<file path="src/rtl/bomb_fuse_ctrl.sv">
// Multi-slot bomb manager: per-slot fuse countdown, chain-reaction trigger and timed blast.
// Runs on the frame clock; one edge per video frame.
module bomb_fuse_ctrl #(
    parameter int unsigned N_BOMBS      = 4,
    parameter int unsigned FUSE_FRAMES  = 180,
    parameter int unsigned BLAST_FRAMES = 30,
    parameter int unsigned GRID_W       = 5
) (
    input  logic                        frame_clk,
    input  logic                        Reset,
    input  logic                        place,
    input  logic [GRID_W-1:0]           place_x,
    input  logic [GRID_W-1:0]           place_y,
    input  logic [N_BOMBS-1:0]          chain_hit,
    output logic [N_BOMBS-1:0]          bomb_exist,
    output logic [N_BOMBS-1:0]          detonate,
    output logic [N_BOMBS-1:0]          blast_active,
    output logic [N_BOMBS*GRID_W-1:0]   bomb_x,
    output logic [N_BOMBS*GRID_W-1:0]   bomb_y,
    output logic                        full,
    output logic                        place_ok
);

    localparam int unsigned MAX_FRAMES = (FUSE_FRAMES > BLAST_FRAMES) ? FUSE_FRAMES : BLAST_FRAMES;
    localparam int unsigned CNT_W      = $clog2(MAX_FRAMES + 1);

    typedef enum logic [1:0] {
        S_IDLE  = 2'd0,
        S_ARMED = 2'd1,
        S_BLAST = 2'd2
    } slot_state_t;

    slot_state_t        slot_state [N_BOMBS];
    logic [CNT_W-1:0]   cnt        [N_BOMBS];

    logic [N_BOMBS-1:0] grant_c;
    logic               dup_c;
    logic               accept_c;

    // Lowest IDLE slot wins; a request duplicating an ARMED slot's tile is refused.
    always_comb begin
        logic taken;
        taken   = 1'b0;
        grant_c = '0;
        dup_c   = 1'b0;
        for (int i = 0; i < N_BOMBS; i++) begin
            if (slot_state[i] == S_IDLE && !taken) begin
                grant_c[i] = 1'b1;
                taken      = 1'b1;
            end
            if (slot_state[i] == S_ARMED &&
                bomb_x[i*GRID_W +: GRID_W] == place_x &&
                bomb_y[i*GRID_W +: GRID_W] == place_y) begin
                dup_c = 1'b1;
            end
        end
    end

    assign accept_c = place && (|grant_c) && !dup_c;

    // Per-slot IDLE -> ARMED -> BLAST -> IDLE sequencing.
    always_ff @(posedge frame_clk or posedge Reset) begin
        if (Reset) begin
            for (int i = 0; i < N_BOMBS; i++) begin
                slot_state[i] <= S_IDLE;
                cnt[i]        <= '0;
            end
            bomb_x   <= '0;
            bomb_y   <= '0;
            detonate <= '0;
            place_ok <= 1'b0;
        end else begin
            place_ok <= accept_c;
            for (int i = 0; i < N_BOMBS; i++) begin
                detonate[i] <= 1'b0;
                case (slot_state[i])
                    S_IDLE: begin
                        if (accept_c && grant_c[i]) begin
                            slot_state[i]              <= S_ARMED;
                            cnt[i]                     <= CNT_W'(FUSE_FRAMES - 1);
                            bomb_x[i*GRID_W +: GRID_W] <= place_x;
                            bomb_y[i*GRID_W +: GRID_W] <= place_y;
                        end
                    end
                    S_ARMED: begin
                        if (chain_hit[i] || cnt[i] == '0) begin
                            slot_state[i] <= S_BLAST;
                            cnt[i]        <= CNT_W'(BLAST_FRAMES - 1);
                            detonate[i]   <= 1'b1;
                        end else begin
                            cnt[i] <= cnt[i] - CNT_W'(1);
                        end
                    end
                    S_BLAST: begin
                        if (cnt[i] == '0) begin
                            slot_state[i]              <= S_IDLE;
                            bomb_x[i*GRID_W +: GRID_W] <= '0;
                            bomb_y[i*GRID_W +: GRID_W] <= '0;
                        end else begin
                            cnt[i] <= cnt[i] - CNT_W'(1);
                        end
                    end
                    default: begin
                        slot_state[i] <= S_IDLE;
                        cnt[i]        <= '0;
                    end
                endcase
            end
        end
    end

    // Status flags decoded straight from the state flops.
    always_comb begin
        bomb_exist   = '0;
        blast_active = '0;
        for (int i = 0; i < N_BOMBS; i++) begin
            bomb_exist[i]   = (slot_state[i] == S_ARMED);
            blast_active[i] = (slot_state[i] == S_BLAST);
        end
    end

    assign full = &(bomb_exist | blast_active);

endmodule

</file>
<file path="config.mk">
export PLATFORM = sky130hd
export DESIGN_NAME = bomb_fuse_ctrl
export DESIGN_NICKNAME = d
export VERILOG_FILES = /design/src/rtl/bomb_fuse_ctrl.sv
export SDC_FILE = /design/constraint.sdc
export NUM_CORES = 1
export LEC_CHECK = 0
export ABC_AREA = 1
export CORE_ASPECT_RATIO = 0.8
export CORE_UTILIZATION = 56
export DETAILED_ROUTE_END_ITERATION = 16
export GPL_ROUTABILITY_DRIVEN = 1
export HOLD_SLACK_MARGIN = 0.03
export PLACE_DENSITY = 0.81
export SETUP_SLACK_MARGIN = 0.1
export SLEW_MARGIN = 20
export SYNTH_ARGS = -nofsm -noshare
export SYNTH_HDL_FRONTEND = slang
export SYNTH_SLANG_ARGS = --single-unit
</file>
<file path="constraint.sdc">
create_clock -name frame_clk -period 3.7 [get_ports frame_clk]
set_clock_uncertainty 0.2 [all_clocks]
set_input_delay 0.925 -clock frame_clk [delete_from_list [all_inputs] [get_ports frame_clk]]
set_output_delay 0.925 -clock frame_clk [all_outputs]
set_load 0.005 [all_outputs]
</file>
After elaboration in Yosys (flattened, before gate mapping). Index checks and enable logic that the tools add are counted.

Bits of input ports: 17. Output and inout bits: 54. Bits in registers: 85. Word-level logic and storage cells: 176.

Muxes and demuxes: 70. Reductions and logical operators: 51. Add/sub/neg operators: 4. Bitwise logic cells: 1. Eq/ne operators: 32.

Operator list (count): $mux W8 (12); $pmux W8 S3 (4); $pmux W5 S2 (8); $mux W5 (12); $eq A5 B5 Y1 (8); $logic_not A8 Y1 (4); $sub A8 B1 Y8 const B (4); $mux W2 (12); $ne A2 B1 Y1 const B (12); $pmux W2 S3 (4); $reduce_and A3 Y1 (8); $mux W1 (18); $logic_and A1 B1 Y1 (17); $eq A2 B1 Y1 const B (4); $eq A2 B2 Y1 const B (4); $logic_not A2 Y1 (4); $ne A2 B2 Y1 const B (4); $reduce_and A2 Y1 (4); $reduce_bool A2 Y1 (4); $logic_not A1 Y1 (4); $logic_or A1 B1 Y1 (4); $or A4 B4 Y4 (1); $reduce_and A4 Y1 (1); $reduce_or A4 Y1 (1).

Logic depth before layout (Yosys ltp). Gate-level depths: netlist of run 1.

Word-level depth: 17. Mapped depth: 16. Depth with buffers taken out: 14.

Worst setup path after synthesis of run 1. No wires, ideal clock.

Path kind: input to register. Start point: input port place_x[2]. End point: register bomb_y[0]. Setup time: 0.117 ns. Slack: 1.231 ns. Data required time: 3.383 ns. Cell stages on the path: 14. Arrival: 2.151 ns. Path through: buf_4 -> inv_2 -> or2_1 -> nand4_1 -> nor2_1 -> nand2_1 -> nand2_1 -> inv_1 -> nand2_1 -> nand2_2 -> nand3_2 -> buf_4 -> nand2_1 -> o21ai_2.

Word-level cells in the longest chain between the ends: 12. Elaborated cells between the ends (all ways): 21. Those cells by class: eq/ne: 5; mux: 4; reduce/logical: 12.

Ends and longest elaborated chain: start: declaration (RTL line 12) `input logic [GRID_W-1:0] place_x,`; $eq A5 B5 Y1 (RTL line 52) `bomb_x[i*GRID_W +: GRID_W] == place_x &&`; $logic_and A1 B1 Y1 (RTL line 51) `if (slot_state[i] == S_ARMED &&`; $logic_and A1 B1 Y1 (RTL line 52); $mux W1 (3 in series) (RTL line 51); $mux W1 * (RTL line 51); $logic_not A1 Y1 * (RTL line 59) `assign accept_c = place && (|grant_c) && !dup_c;`; $logic_and A1 B1 Y1 * (RTL line 59); $logic_and A1 B1 Y1 * (RTL line 78) `if (accept_c && grant_c[i]) begin`; $ne A2 B1 Y1 (no line) *; $reduce_and A3 Y1 (no line) *; end signal: indexed assignment (RTL line 82) `bomb_y[i*GRID_W +: GRID_W] <= place_y;`; end: declaration (RTL line 19) `output logic [N_BOMBS*GRID_W-1:0] bomb_y,`.

Mark *: on every way between the ends. The rest lies on a longest branch, timed or not. A chain may end at the register's enable or synchronous reset.

Worst setup path after layout of run 1.
Start point: input port place_x[2]. End point: register bomb_x[3].

Word-level cells in the longest chain between the ends: 12. Elaborated cells between the ends (all ways): 21. Those cells by class: eq/ne: 5; mux: 4; reduce/logical: 12.

Ends and longest elaborated chain: $eq A5 B5 Y1 (RTL line 52); $logic_and A1 B1 Y1 (RTL line 51); $logic_and A1 B1 Y1 (RTL line 52); $mux W1 (3 in series) (RTL line 51); $mux W1 * (RTL line 51); $logic_not A1 Y1 * (RTL line 59); $logic_and A1 B1 Y1 * (RTL line 59); $logic_and A1 B1 Y1 * (RTL line 78); $ne A2 B1 Y1 (no line) *; $reduce_and A3 Y1 (no line) *; end signal: indexed assignment (RTL line 81) `bomb_x[i*GRID_W +: GRID_W] <= place_x;`; end: declaration (RTL line 18) `output logic [N_BOMBS*GRID_W-1:0] bomb_x,`.

Marked as above.

==> results.json, run 1 <==
{
  "min_from": "cnt[1]",
  "drtIter0Drc": 489,
  "synth.distinct_cells": 35,
  "min_path_cells": 2,
  "cts_made_buffers": 9,
  "core_sq_um": 9690,
  "grt_max_degree": 41,
  "async_reset_ff_frac": 1.00,
  "maxCapViolations": 0,
  "synth_edf_count": 0,
  "antenna_cells": 0,
  "via_count": 5178,
  "grt_pass1_vias": 4940,
  "grt_use_total": 0.282,
  "final_common_cell": "nand2_1",
  "slowest_delay_ns": 0.74,
  "grt.overflow.total": 0,
  "syn_area_per_cell_sq_um": 7.28,
  "postLayoutCellArea_sq_um": 6680,
  "tritoncts": "built",
  "ys_warn_count": 0,
  "min_to": "cnt[1]",
  "finalHoldViolations": 0,
  "cpMostUsedCell": "nand2_1",
  "antenna_found_initial": 0,
  "path_max_fanout": 20,
  "ys_seq_area_frac": 0.380,
  "final_nets": 873,
  "pwr_density_cell_nw_per_um2": 884,
  "post_cts_buffers": 0,
  "cts_root_buffer": "clkbuf_16",
  "rsz0062_at_grt": "false",
  "fillers": 835,
  "drt-vias-per-instance": 5.32,
  "drive_above_1_share": 0.0919,
  "critPathBufInv": 3,
  "worstSkewPairLatency_ns": 0.35,
  "setup_viol": 0,
  "start_util": 0.578,
  "die_width_um": 114,
  "totalWireLength_um": 13900,
  "cts_resized": 0,
  "yosys_register_bits": 85,
  "rr_startpoint": "slot_state[4]",
  "status": "completed",
  "ctsHoldBuffers": 0,
  "critPathTopFamily": "simple AND/OR/NAND/NOR gates",
  "reg2regPathDepth": 13,
  "reg2reg_slack_ns": 0.88,
  "io_buffers": 70,
  "post-route-util": 0.689,
  "slowest_stage": "clkdlybuf4s50_1",
  "hpwlAfterDp_um": 10200,
  "most-common-layout-cells": "nand2_1, inv_1, dfrtp_1",
  "cts.sinks": 85,
  "finalCriticalPeriod_ns": 3.17,
  "first_pass_iters": 5,
  "syn_area_sq_um": 5600,
  "clockBufferDepth": 2,
  "path_cells": "clkdlybuf4s50_1, inv_2, or2_1, nand4_1, nor2_1, nand2_1, nand2_1, inv_1, nand2_1, nand2_2, nand3_2, nand2_1, o21ai_1",
  "clk_pin_slew_worst_paths_ns": 0.06,
  "rows": 32,
  "io_pins": 71,
  "layoutNonFillerInstCount": 974,
  "dieArea_sq_um": 10400,
  "arrival_ns": 3.19,
  "place.gp.congestion": 0.918,
  "path_class": "in2reg",
  "area_delta_synth_final_pct": 19.3,
  "timing.final.ws_setup_ns": 0.528,
  "hold_path.class": "reg2reg",
  "synthCells": 769,
  "tightest_slew_ns": 0.718,
  "r2r_end": "bomb_x[3]",
  "syn_nets": 809,
  "antenna_left": 0,
  "remaining_drc_errors": 0,
  "period_share": 0.857,
  "placed_area_sq_um": 6350,
  "cp-end-kind": "register",
  "relSlewSlack": 0.521,
  "holdWs_ns": 0.310,
  "cp.required_ns": 3.72,
  "clock.fmax_mhz": 315,
  "grt_pass1_wl_um": 23300,
  "ys.flop_type": "dfrtp_1",
  "cts_htree_levels": 3,
  "slew_violations": 0,
  "start_kind": "primary input",
  "finalSetupTns_ns": 0,
  "dpl_worst_slack_ns": 0.235,
  "dieHeight_um": 91.5,
  "p_total_mw": 5.91,
  "critPathLaunch": "place_x[2]",
  "wire_per_inst_um": 14.2,
  "dpl.cell_count": 958,
  "peakVddDrop_v": 0.000494,
  "leakage_nw": 3.42
}
-- worst max-delay path by stage --
stage	end	slack (ns)	depth (start not counted)
floorplan	bomb_x[0]	0.38	1
global placement	bomb_y[0]	0.34	13
detailed placement	bomb_y[1]	0.24	13
CTS	bomb_x[1]	0.55	12
global route	bomb_x[3]	0.30	13
finish	bomb_x[3]	0.53	13
-- per-layer routing --
| metal | vias to the layer above | wire [um] | track usage |
|---|---|---|---|
| met3 | 23 | 862 | 0.0547 |
| met1 | 2427 | 6200 | 0.378 |
| met4 | 0 | 220 | 0.0812 |
| met5 | - | 0 | 0 |
| li1 | 2545 | - | - |
| met2 | 183 | 6580 | 0.463 |
-- logic make-up (layout without fill, tap and decap cells) --
| group | count (synthesis) | in the layout | synth area share |
|---|---|---|---|
| and+or+nand+nor | 423 | 423 | 0.332 |
| buffers and inverters | 132 | 201 | 0.104 |
| DFF | 85 | 85 | 0.380 |
| AOI/OAI and AO/OA | 84 | 84 | 0.0987 |
| adders and majority gates | 23 | 23 | 0.0514 |
| xor gates and xnor gates | 22 | 22 | 0.0344 |
-- sequential cells by signal (all words and copies together) (netlist names) --
signal	count
place_ok	1
bomb_y	20
detonate	4
slot_state	8
bomb_x	20
cnt	32
-- cells in the mapped netlist, drive strengths merged (6+ instances only) --
master    n  area share
nand2   286        0.20
nand3    33       0.036
xor2     12       0.019
a21oi     8      0.0071
or2       6      0.0067
o21a      6      0.0080
buf      17       0.025
dfrtp    85        0.38
xnor2    10       0.016
o21ai    61       0.072
inv     106       0.071
nor3      9      0.0080
nor2     46       0.032
nand4    38       0.042
clkbuf    8      0.0071
ha       23       0.051
-- area by class of cell --
class / count / area (sq um) / area share
clock buffers: 10 / 239 / 0.0358
clock inverters: 6 / 86.3 / 0.0129
inverters: 107 / 403 / 0.0603
multi-input cells: 552 / 2890 / 0.433
flip-flops and latches: 85 / 2130 / 0.318
well taps: 136 / 170 / 0.0255
repair buffers: 78 / 761 / 0.114
-- worst reg2reg max path, stage by stage, from the launching register on --
cell and delay [ns]:
dfrtp_1 0.42, inv_1 0.10, ha_1 0.54, nor2_1 0.17, nand2_1 0.11, o21ai_0 0.07, inv_1 0.07, nand2_1 0.08
nor2_4 0.14, nand2_1 0.11, nand2_2 0.11, nand3_2 0.32, nand2_1 0.17, o21ai_1 0.08
-- power by group --
group / internal [mW] / total (mW) / leakage, nW / switching, mW
Combinational: 1.31 / 3.14 / 2.17 / 1.83
Clock: 0.609 / 0.987 / 0.158 / 0.378
Sequential: 1.34 / 1.78 / 1.09 / 0.432
Note: power is estimated with default switching activity, not from simulation.
==> inputs of run 2 (changes only) <==
Settings changed: CORE_MARGIN from default to 2.
==> run 2 against run 1 <==
Critical path depth decreased by 2. First-iteration DRC count is 20% higher. Worst hold slack worse by 0.0032 ns. Setup slack better by 0.0066 ns. Power rose by 0.12%. Routed wire length increased by 3.7%. Critical endpoint is now bomb_y[1].
==> results.json, run 2 (synthesis results as in run 1) <==
{
  "wire_per_inst_um": 14.8,
  "slew_violations": 0,
  "die_width_um": 116,
  "reg2regPathDepth": 14,
  "remaining_drc_errors": 0,
  "start_kind": "primary input",
  "io_pins": 71,
  "cp-end-kind": "register",
  "period_share": 0.855,
  "cts_htree_levels": 3,
  "fillers": 826,
  "reg_top3": "cnt x32, bomb_x x20, bomb_y x20",
  "totalWireLength_um": 14400,
  "reg2reg_slack_ns": 1.05,
  "min_path_cells": 2,
  "maxCapViolations": 0,
  "post_cts_buffers": 0,
  "register_area_sq_um": 2130,
  "most-common-layout-cells": "nand2_1, inv_1, dfrtp_1",
  "drive_above_1_share": 0.0897,
  "core_sq_um": 9690,
  "cts_root_buffer": "clkbuf_16",
  "tritoncts": "built",
  "largest-register": "cnt",
  "status": "completed",
  "hold_path.class": "reg2reg",
  "path_max_fanout": 20,
  "rsz0062_at_grt": "false",
  "start_util": 0.578,
  "drtIter0Drc": 588,
  "dieHeight_um": 93.5,
  "grt_pass1_vias": 4909,
  "antenna_cells": 0,
  "hpwlAfterDp_um": 10500,
  "finalSetupTns_ns": 0,
  "p_total_mw": 5.91,
  "r2r_end": "bomb_y[1]",
  "grt.overflow.total": 0,
  "path_class": "in2reg",
  "io_buffers": 70,
  "largest_reg_flops": 32,
  "cts_made_buffers": 9,
  "rows": 32,
  "top_usage_layer": "met2",
  "grtUsageMet3": 0.0655,
  "first_pass_iters": 7,
  "cts_resized": 0,
  "worstSkewPairLatency_ns": 0.34,
  "pwr_density_cell_nw_per_um2": 886,
  "drt-vias-per-instance": 5.42,
  "use_met2": 0.447,
  "dieArea_sq_um": 10800,
  "min_from": "cnt[1]",
  "setup_viol": 0,
  "peakVddDrop_v": 0.000492,
  "grt_pass1_wl_um": 23500,
  "cp.required_ns": 3.72,
  "final_common_cell": "nand2_1",
  "clock.fmax_mhz": 316,
  "antenna_left": 0,
  "clk_pin_slew_worst_paths_ns": 0.06,
  "tightest_slew_ns": 0.654,
  "ctsHoldBuffers": 0,
  "post-route-util": 0.688,
  "multi_input_area_sq_um": 2890,
  "via_count": 5273,
  "clockBufferDepth": 2,
  "rr_startpoint": "slot_state[2]",
  "area_delta_synth_final_pct": 19.1,
  "finalHoldViolations": 0,
  "final_nets": 873,
  "finalCriticalPeriod_ns": 3.17,
  "min_to": "cnt[1]",
  "arrival_ns": 3.18,
  "leakage_nw": 3.41,
  "holdWs_ns": 0.307,
  "cts.sinks": 85,
  "place.gp.congestion": 0.918,
  "antenna_found_initial": 0,
  "relSlewSlack": 0.563,
  "grtUsageMet1": 0.375,
  "grt_use_total": 0.276,
  "grt_max_degree": 37
}
## run 2: cell count changes in the layout (fill, tap and decap cells not counted)
| cell | change |
|---|---|
| buf_12 | +1 |
| buf_4 | -1 |
| clkbuf_8 | -1 |
| clkinv_4 | -1 |
## run 2: critical path: stages
cell,delay [ns]
clkdlybuf4s50_1,0.71
inv_2,0.17
or2_0,0.23
nand4_1,0.12
nor2_1,0.08
nor2_4,0.16
nand2_1,0.10
nand2_2,0.11
nand3_2,0.33
nand2_1,0.18
o21ai_1,0.07
## run 2: how the worst max path moves through the flow
stage	start	endpoint	slack [ns]	cells after the start
2_1_floorplan	Reset	bomb_x[0]	0.38	1
4_1_cts	place_x[4]	bomb_y[1]	0.59	11
3_3_place_gp	place_x[4]	bomb_y[0]	0.30	11
5_1_grt	place_x[3]	bomb_y[1]	0.35	14
6_report	place_x[4]	bomb_y[1]	0.53	11
3_5_place_dp	place_x[4]	bomb_y[1]	0.23	11
## run 2: final cells by class
class / count / share of cell area
clock buffers: 9 / 0.0338
well taps: 136 / 0.0255
repair buffers: 78 / 0.116
flip-flops and latches: 85 / 0.319
inverters: 107 / 0.0604
multi-input cells: 552 / 0.434
clock inverters: 5 / 0.0116
## run 2: power breakdown
part	switching (mW)	leakage [nW]	internal (mW)
clock network	0.363	0.147	0.581
registers	0.447	1.09	1.34
logic	1.86	2.17	1.32
total	2.67	3.41	3.24
## run 2: through the flow
stage / instances / worst slack (ns) / cell area (sq um)
final: 972 / 0.535 / 6670
after global routing: 972 / 0.350 / 6670
after CTS: 972 / 0.588 / 6670
after detailed placement: 958 / 0.233 / 6370
after global placement: 958 / 0.296 / 6370
after floorplan: 769 / 0.382 / 5600
## run 2: layer usage
layer | share of wire | vias up
met4 | 0.011 | 0
met5 | 0 | -
met2 | 0.48 | 255
met1 | 0.42 | 2447
li1 | - | 2548
met3 | 0.084 | 23
==> inputs of run 3 (changes only) <==
Settings changed: MAX_ROUTING_LAYER from default to met4.
==> run 3 against run 2 <==
Worst hold slack better by 0.00081 ns. Highest routed layer unchanged. Maximum frequency is 0.43% lower. Sequential power hardly changed. First-iteration DRC count is 20% lower. Die area stayed put. Largest power group unchanged. Combinational power hardly changed. Utilization stayed put. Final cell count stayed put. Clock-buffer cell count stayed put. Via count is 0.23% higher.
==> results.json, run 3 (synthesis results as in run 1) <==
{
  "remaining_drc_errors": 0,
  "timing.final.ws_setup_ns": 0.521,
  "dieHeight_um": 93.5,
  "arrival_ns": 3.20,
  "core_sq_um": 9690,
  "totalWireLength_um": 14400,
  "largest_reg_flops": 32,
  "multi_input_area_sq_um": 2890,
  "tritoncts": "built",
  "start_util": 0.578,
  "dieArea_sq_um": 10800,
  "maxCapViolations": 0,
  "cp-end-kind": "register",
  "largest-register": "cnt",
  "antenna_cells": 0,
  "path_max_fanout": 20,
  "ctsHoldBuffers": 0,
  "post_cts_buffers": 0,
  "grt_pass1_wl_um": 23500,
  "drtIter0Drc": 468,
  "first_pass_iters": 6,
  "antenna_left": 0,
  "io_pins": 71,
  "cts.sinks": 85,
  "hold_path.class": "reg2reg",
  "io_buffers": 70,
  "tightest_slew_ns": 0.651,
  "grt_pass1_vias": 4917,
  "start_kind": "primary input",
  "area_delta_synth_final_pct": 19.1,
  "hpwlAfterDp_um": 10500,
  "cts_made_buffers": 9,
  "grtUsageMet1": 0.373,
  "leakage_nw": 3.41,
  "via_count": 5285,
  "pwr_density_cell_nw_per_um2": 887,
  "grtUsageMet3": 0.0648,
  "cts_root_buffer": "clkbuf_16",
  "reg_top3": "cnt x32, bomb_x x20, bomb_y x20",
  "finalCriticalPeriod_ns": 3.18,
  "clockBufferDepth": 2,
  "fillers": 826,
  "rsz0062_at_grt": "false",
  "grt.overflow.total": 0,
  "cts_htree_levels": 3,
  "final_nets": 873,
  "dpl_worst_slack_ns": 0.233,
  "path_class": "in2reg",
  "clock.fmax_mhz": 315,
  "grt_use_total": 0.283,
  "worstSkewPairLatency_ns": 0.34,
  "holdWs_ns": 0.307,
  "setup_viol": 0,
  "grt_max_degree": 37,
  "cts_resized": 0,
  "cp.required_ns": 3.72,
  "slew_violations": 0,
  "peakVddDrop_v": 0.000494,
  "place.gp.congestion": 0.934,
  "final_common_cell": "nand2_1",
  "antenna_found_initial": 0,
  "most-common-layout-cells": "nand2_1, inv_1, dfrtp_1",
  "register_area_sq_um": 2130,
  "period_share": 0.859,
  "wire_per_inst_um": 14.8,
  "rows": 32,
  "top_usage_layer": "met2",
  "status": "completed",
  "die_width_um": 116,
  "p_total_mw": 5.92,
  "relSlewSlack": 0.566,
  "use_met2": 0.448,
  "drt-vias-per-instance": 5.44,
  "finalSetupTns_ns": 0,
  "clk_pin_slew_worst_paths_ns": 0.06,
  "drive_above_1_share": 0.0897,
  "finalHoldViolations": 0
}
## run 3: worst max-delay path, cell delays in order
cell and delay, ns:
clkdlybuf4s50_1 0.71, inv_2 0.16, nor2_1 0.12, nor2_1 0.05, nand2_1 0.06, nor2_1 0.05
nand3_1 0.08, nand2_1 0.09, nor2_4 0.14, nand2_1 0.10, nand2_2 0.11, nand3_2 0.33
nand2_1 0.18, o21ai_1 0.07
## run 3: layer usage
| layer | part of all wire | wire (um) |
|---|---|---|
| met1 | 0.43 | 6240 |
| met2 | 0.48 | 6930 |
| met3 | 0.075 | 1080 |
| met4 | 0.013 | 182 |
| met5 | 0 | 0 |
## run 3: layout make-up
type                    count  area share
multi-input cells         552       0.434
inverters                 107      0.0604
flip-flops and latches     85       0.319
clock buffers               9      0.0338
clock inverters             5      0.0116
repair buffers             78       0.116
well taps                 136      0.0255
## run 3: path summary, 6_finish.rpt
check / from / endpoint / slack, ns / depth (start not counted)
hold reg to reg: cnt[1] / cnt[1] / 0.31 / 2
setup reg to reg: slot_state[2] / bomb_y[1] / 1.05 / 14
hold / removal: cnt[1] / cnt[1] / 0.31 / 2
min in group asynchronous: Reset / cnt[10] / 0.78 / 2
max in group asynchronous: Reset / cnt[0] / 1.86 / 3
setup / recovery: place_x[4] / bomb_y[1] / 0.52 / 14
## run 3: power by group
group	switching, mW	internal, mW
registers	0.447	1.34
logic	1.86	1.32
clock network	0.364	0.581
total	2.67	3.24
## run 3: through the flow
step | cell area (sq um) | std cells | util
6_report | 6670 | 972 | 0.688
5_1_grt | 6670 | 972 | 0.688
4_1_cts | 6670 | 972 | 0.688
3_5_place_dp | 6370 | 958 | 0.657
3_3_place_gp | 6370 | 958 | 0.657
2_1_floorplan | 5600 | 769 | -
